### src/rtl/dds_param_scheduler.sv
// Timed parameter scheduler: queues timestamped freq/phase/offset updates and applies each to the
// phase MAC when the global timestamp reaches its trigger time. Build option: DDS_SCHED_LATE_DROP_EN.
module dds_param_scheduler #(
   parameter int DEPTH = 16,
   parameter int LW    = 4
) (
   input  logic          clk,
   input  logic          reset,
   input  logic [47:0]   timestamp,
   input  logic          cmd_valid,
   output logic          cmd_ready,
   input  logic [47:0]   cmd_time,
   input  logic [47:0]   cmd_freq,
   input  logic [13:0]   cmd_phase,
   input  logic [47:0]   cmd_offset,
   input  logic          flush,
   output logic [47:0]   freq_out,
   output logic [13:0]   phase_out,
   output logic [47:0]   offset_out,
   output logic          update,
   output logic          late,
   output logic [LW:0]   level,
   output logic [1:0]    state_dbg
);

   typedef enum logic [1:0] {
      S_IDLE = 2'd0,
      S_LOAD = 2'd1,
      S_WAIT = 2'd2
   } state_t;

   typedef struct packed {
      logic [47:0] t;
      logic [47:0] freq;
      logic [13:0] phase;
      logic [47:0] offset;
   } entry_t;

   localparam logic [LW:0] FULL = (LW+1)'(DEPTH);

   state_t        state;
   state_t        state_nxt;
   entry_t        mem [DEPTH];
   entry_t        head;
   logic [LW-1:0] wr_ptr;
   logic [LW-1:0] rd_ptr;
   logic          rdy_en;
   logic          push;
   logic          pop;
   logic          apply;
   logic          set_late;
   logic          due;
   logic          overdue;

   // Handshake: a command transfers on any clk edge where cmd_valid && cmd_ready are both high.
   // cmd_ready never looks at cmd_valid, and a same-cycle pop cannot raise it when full.
   assign cmd_ready = rdy_en && (level != FULL) && !flush;
   assign push      = cmd_valid && cmd_ready;
   assign due       = (timestamp >= head.t);
   assign overdue   = (timestamp > head.t);
   assign state_dbg = state;

   always_comb begin
      state_nxt = state;
      pop       = 1'b0;
      apply     = 1'b0;
      set_late  = 1'b0;
      if (flush) begin
         state_nxt = S_IDLE;
      end else begin
         case (state)
            S_IDLE: begin
               if (level != '0) begin
                  pop       = 1'b1;
                  state_nxt = S_LOAD;
               end
            end
            S_LOAD: begin
               state_nxt = S_WAIT;
            end
            S_WAIT: begin
               if (due) begin
                  set_late = overdue;
`ifdef DDS_SCHED_LATE_DROP_EN
                  apply    = !overdue;
`else
                  apply    = 1'b1;
`endif
                  if (level != '0) begin
                     pop       = 1'b1;
                     state_nxt = S_LOAD;
                  end else begin
                     state_nxt = S_IDLE;
                  end
               end
            end
            default: begin
               state_nxt = S_IDLE;
            end
         endcase
      end
   end

   always_ff @(posedge clk or posedge reset) begin
      if (reset) begin
         state  <= S_IDLE;
         rdy_en <= 1'b0;
      end else begin
         state  <= state_nxt;
         rdy_en <= 1'b1;
      end
   end

   always_ff @(posedge clk or posedge reset) begin
      if (reset) begin
         wr_ptr <= '0;
         rd_ptr <= '0;
         level  <= '0;
      end else if (flush) begin
         wr_ptr <= '0;
         rd_ptr <= '0;
         level  <= '0;
      end else begin
         if (push) begin
            wr_ptr <= wr_ptr + 1'b1;
         end
         if (pop) begin
            rd_ptr <= rd_ptr + 1'b1;
         end
         if (push && !pop) begin
            level <= level + 1'b1;
         end else if (pop && !push) begin
            level <= level - 1'b1;
         end
      end
   end

   // Storage array carries no reset; occupancy is tracked entirely by the pointers and level.
   always_ff @(posedge clk) begin
      if (push) begin
         mem[wr_ptr] <= '{t: cmd_time, freq: cmd_freq, phase: cmd_phase, offset: cmd_offset};
      end
   end

   always_ff @(posedge clk or posedge reset) begin
      if (reset) begin
         head <= '0;
      end else if (flush) begin
         head <= '0;
      end else if (pop) begin
         head <= mem[rd_ptr];
      end
   end

   always_ff @(posedge clk or posedge reset) begin
      if (reset) begin
         freq_out   <= '0;
         phase_out  <= '0;
         offset_out <= '0;
         update     <= 1'b0;
         late       <= 1'b0;
      end else begin
         update <= apply;
         if (apply) begin
            freq_out   <= head.freq;
            phase_out  <= head.phase;
            offset_out <= head.offset;
         end
         if (flush) begin
            late <= 1'b0;
         end else if (set_late) begin
            late <= 1'b1;
         end
      end
   end

endmodule
### config.mk
export PLATFORM = sky130hd
export DESIGN_NAME = dds_param_scheduler
export DESIGN_NICKNAME = d
export VERILOG_FILES = /design/src/rtl/dds_param_scheduler.sv
export SDC_FILE = /design/constraint.sdc
export NUM_CORES = 2
export LEC_CHECK = 0
export CORE_UTILIZATION = 55
export DETAILED_ROUTE_END_ITERATION = 7
export GPL_ROUTABILITY_DRIVEN = 0
export PLACE_DENSITY = 0.75
export SLEW_MARGIN = 20
export SYNTH_ARGS = -nofsm -noshare
export SYNTH_HDL_FRONTEND = slang
export SYNTH_SLANG_ARGS = --single-unit
### constraint.sdc
create_clock -name clk -period 16.5 [get_ports clk]
set_input_delay 2.475 -clock clk [delete_from_list [all_inputs] [get_ports clk]]
set_output_delay 2.475 -clock clk [all_outputs]
set_load 0.02 [all_outputs]
==> results_dict.tcl <==
set metrics [dict create \
    finalPower_mw 18.3 \
    die_area_mm2 0.197 \
    hold_end "phase_out[13]" \
    outcome "finished clean" \
    reg2reg_slack_ns 10.38 \
    gr-usage-all-layers 0.261 \
    worst_slack_ns 8.96 \
    max_freq_mhz 133 \
    grt_pass1_wl_um 371000 \
    ioPinCount 330 \
    yosysTopAreaCellShare 0.706 \
    synthCells 5059 \
    grt_pass1_vias 54500 \
    hold_buffers 0 \
    drt_wl_total_um 255000 \
    finClkSkew_ns 0.0598 \
    drc_errors 0 \
    postRouteAntennaNets 0 \
    min_period_over_period 0.457 \
    post-cts-setup-buffer-count 0 \
    cp.arrival_ns 8.31 \
    async_flop_share 0.102 \
    postCtsResizedCells 0 \
    detail_route.vias_per_cell 6.45 \
    clk_pin_slew_ns 0.06 \
    r2r_cells 12 \
    chipHeight_um 444 \
    tightestPinTransition_ns 1.20 \
    layout-drive-gt1-share 0.200 \
    critPathRequiredTime_ns 17.27 \
    clock-root-buffer "clkbuf_16" \
    place_ws_ns 7.94 \
    dpl.hpwl_um 128000 \
    endpoint_kind "flop" \
    stdcell_count 8252 \
    synth_area_leaders "edfxtp_1 (71%), mux4_2 (11%), dfrtp_1 (6.7%)" \
    top_layer "met5" \
    ys.flop_type "edfxtp_1" \
    synthToLayoutAreaGrowth_pct 14.3 \
    critPathKind "input pin to flop" \
    grt_overflow 0 \
    die_x_um 444 \
    yosysSeqAreaShare 0.773 \
    regToRegEndpoint "offset_out[18]" \
    regToRegStartpoint "head[124]" \
    antenna_found_initial 50 \
    clock_path_buffers 4 \
    placementRows 161 \
    hold_viol_final 0 \
    wl_met2_um 128000 \
    nets 5752 \
    drt-met1-wl_um 96600 \
    dp.cells 7715 \
    cts_sinks 2814 \
    fin_tns_setup_ns 0 \
    final_util 0.636 \
    avgSynthCellArea_um2 21.3 \
    p_leak_nw 39.8 \
    io_buffers 329 \
    min_from "head[61]" \
    cp-start-kind "input pin" \
    synth-edff-count 2528 \
    relSlewSlack 0.201 \
    holdCritPathClass "flop to flop" \
    h-tree-depth 5 \
    wl_per_cell_um 30.9 \
    peakVddDrop_uv 199 \
    ys_types 49 \
    power.density_mw_per_mm2 149 \
    layout_min_cycle_time_ns 7.54 \
    grt_max_degree 169 \
    clk_latency_ns 0.94 \
    holdPathStages 1 \
    setup_viol 0 \
    initialDrtViolationCount 5607 \
    synthesis.nets 5326 \
    rsz0062_at_grt "no" \
    initial_utilization 0.556 \
    yosys.area.top_type "edfxtp_1" \
    cts_buffers 293 \
    yosysWarnings 0 \
    firstDrtPassIters 5 \
    cts_tree "done" \
    slew_viol_final 0 \
    routed-wl-met3_um 21400 \
    drv_cap 0 \
    syn_area_mm2 0.108 \
    vias 53200 \
    yosys_register_bits 2814 \
    core-area_mm2 0.193 \
    cp_max_fo 56 \
]
worst max path at each step:
stage | from | end | slack, ns | depth (start not counted)
global placement | timestamp[15] | offset_out[4] | 8.05 | 12
CTS | timestamp[15] | offset_out[18] | 8.90 | 12
floorplan | flush | mem[0][0] | -3.12 | 4
global route | timestamp[15] | freq_out[15] | 8.71 | 12
finish | timestamp[15] | offset_out[18] | 8.96 | 12
detailed placement | timestamp[15] | offset_out[3] | 7.94 | 12
worst max-delay path, cell delays in order:
cell	delay (ns)
clkdlybuf4s50_1	0.40
ha_1	0.32
nand4_1	0.33
or3b_1	0.52
nor3_1	0.74
inv_1	0.10
a21o_1	0.23
and2_1	0.20
nor3_4	0.83
buf_4	0.68
buf_4	0.88
mux2_2	0.43
area by class of cell:
cell class,instances,area (um^2)
well taps,2526,3160
multi-input cells,1890,23100
repair buffers,422,4150
fillers,12500,70500
clock buffers,409,8180
clock inverters,104,917
inverters,64,255
flip-flops and latches,2814,83100
diodes,23,57.6
state kept, by name, indices dropped and copies added (netlist names):
register and flops:
rdy_en 1, update 1, state_dbg 2, phase_out 14, head 158, rd_ptr 4, offset_out 48, mem 2528
level 5, wr_ptr 4, late 1, freq_out 48
cells in the mapped netlist, types with 23 or more instances:
cell,n
ha_1,56
a221oi_1,186
mux4_2,514
buf_1,38
clkbuf_1,175
nor2_1,174
inv_1,63
buf_2,55
a21oi_1,25
o21ai_0,99
a22oi_1,92
mux2i_1,437
edfxtp_1,2528
a311oi_1,93
mux2_2,111
buf_4,23
dfrtp_1,286
per-layer routing:
layer  track usage  up-vias
met3        0.0518      483
met2         0.428     2568
met4        0.0999       30
li1              -    22000
met5             0        -
met1         0.347    28100
kinds of logic (layout without fill, tap and decap cells):
logic type | after synthesis | count (layout) | synth area share
AO/OA/AOI/OAI | 519 | 519 | 0.0367
XOR/XNOR | 5 | 5 | 0.000407
adder cells (fa/ha/maj) | 57 | 57 | 0.00670
buffers and inverters | 355 | 999 | 0.0138
flip-flops | 2814 | 2814 | 0.773
multiplexers | 1062 | 1062 | 0.160
other | 1 | 24 | 0.0000349
AND/OR/NAND/NOR | 246 | 246 | 0.00988
report_power, final:
group | switching (mW) | leakage (nW) | internal, mW
registers | 0.279 | 26.5 | 8.06
logic | 1.91 | 8.88 | 1.77
clock network | 2.61 | 4.46 | 3.69
per-stage QoR:
stage / area, um^2 / hold WS (ns)
2_1_floorplan: 108000 / 0.479
3_3_place_gp: 114000 / 0.490
3_5_place_dp: 114000 / 0.487
4_1_cts: 123000 / 0.489
5_1_grt: 123000 / 0.514
6_report: 123000 / 0.485
cells in the final DEF, fill, tap and decap left out, types with 7 or more instances in the layout:
master           Yosys  final
a21o_1               7      7
a21oi_1             25     25
a221oi_1           186    186
a22oi_1             92     92
a311oi_1            93     92
buf_12               0     12
buf_4               23     80
bufinv_16            0     15
clkbuf_1           175     85
clkbuf_16            0    302
clkbuf_8             0     23
clkdlybuf4s50_1      0    328
clkinv_1             0     36
clkinv_2             0     44
dfrtp_1            286    282
diode_2              0     23
edfxtp_1          2528   2528
ha_1                56     56
inv_1               63     62
mux2_2             111    111
mux2i_1            437    437
mux4_2             514    514
nand2_1             16     16
nand4_1             14     14
nor2_1             174    170
o21ai_0             99     99
Note: power is estimated with default switching activity, not from simulation.
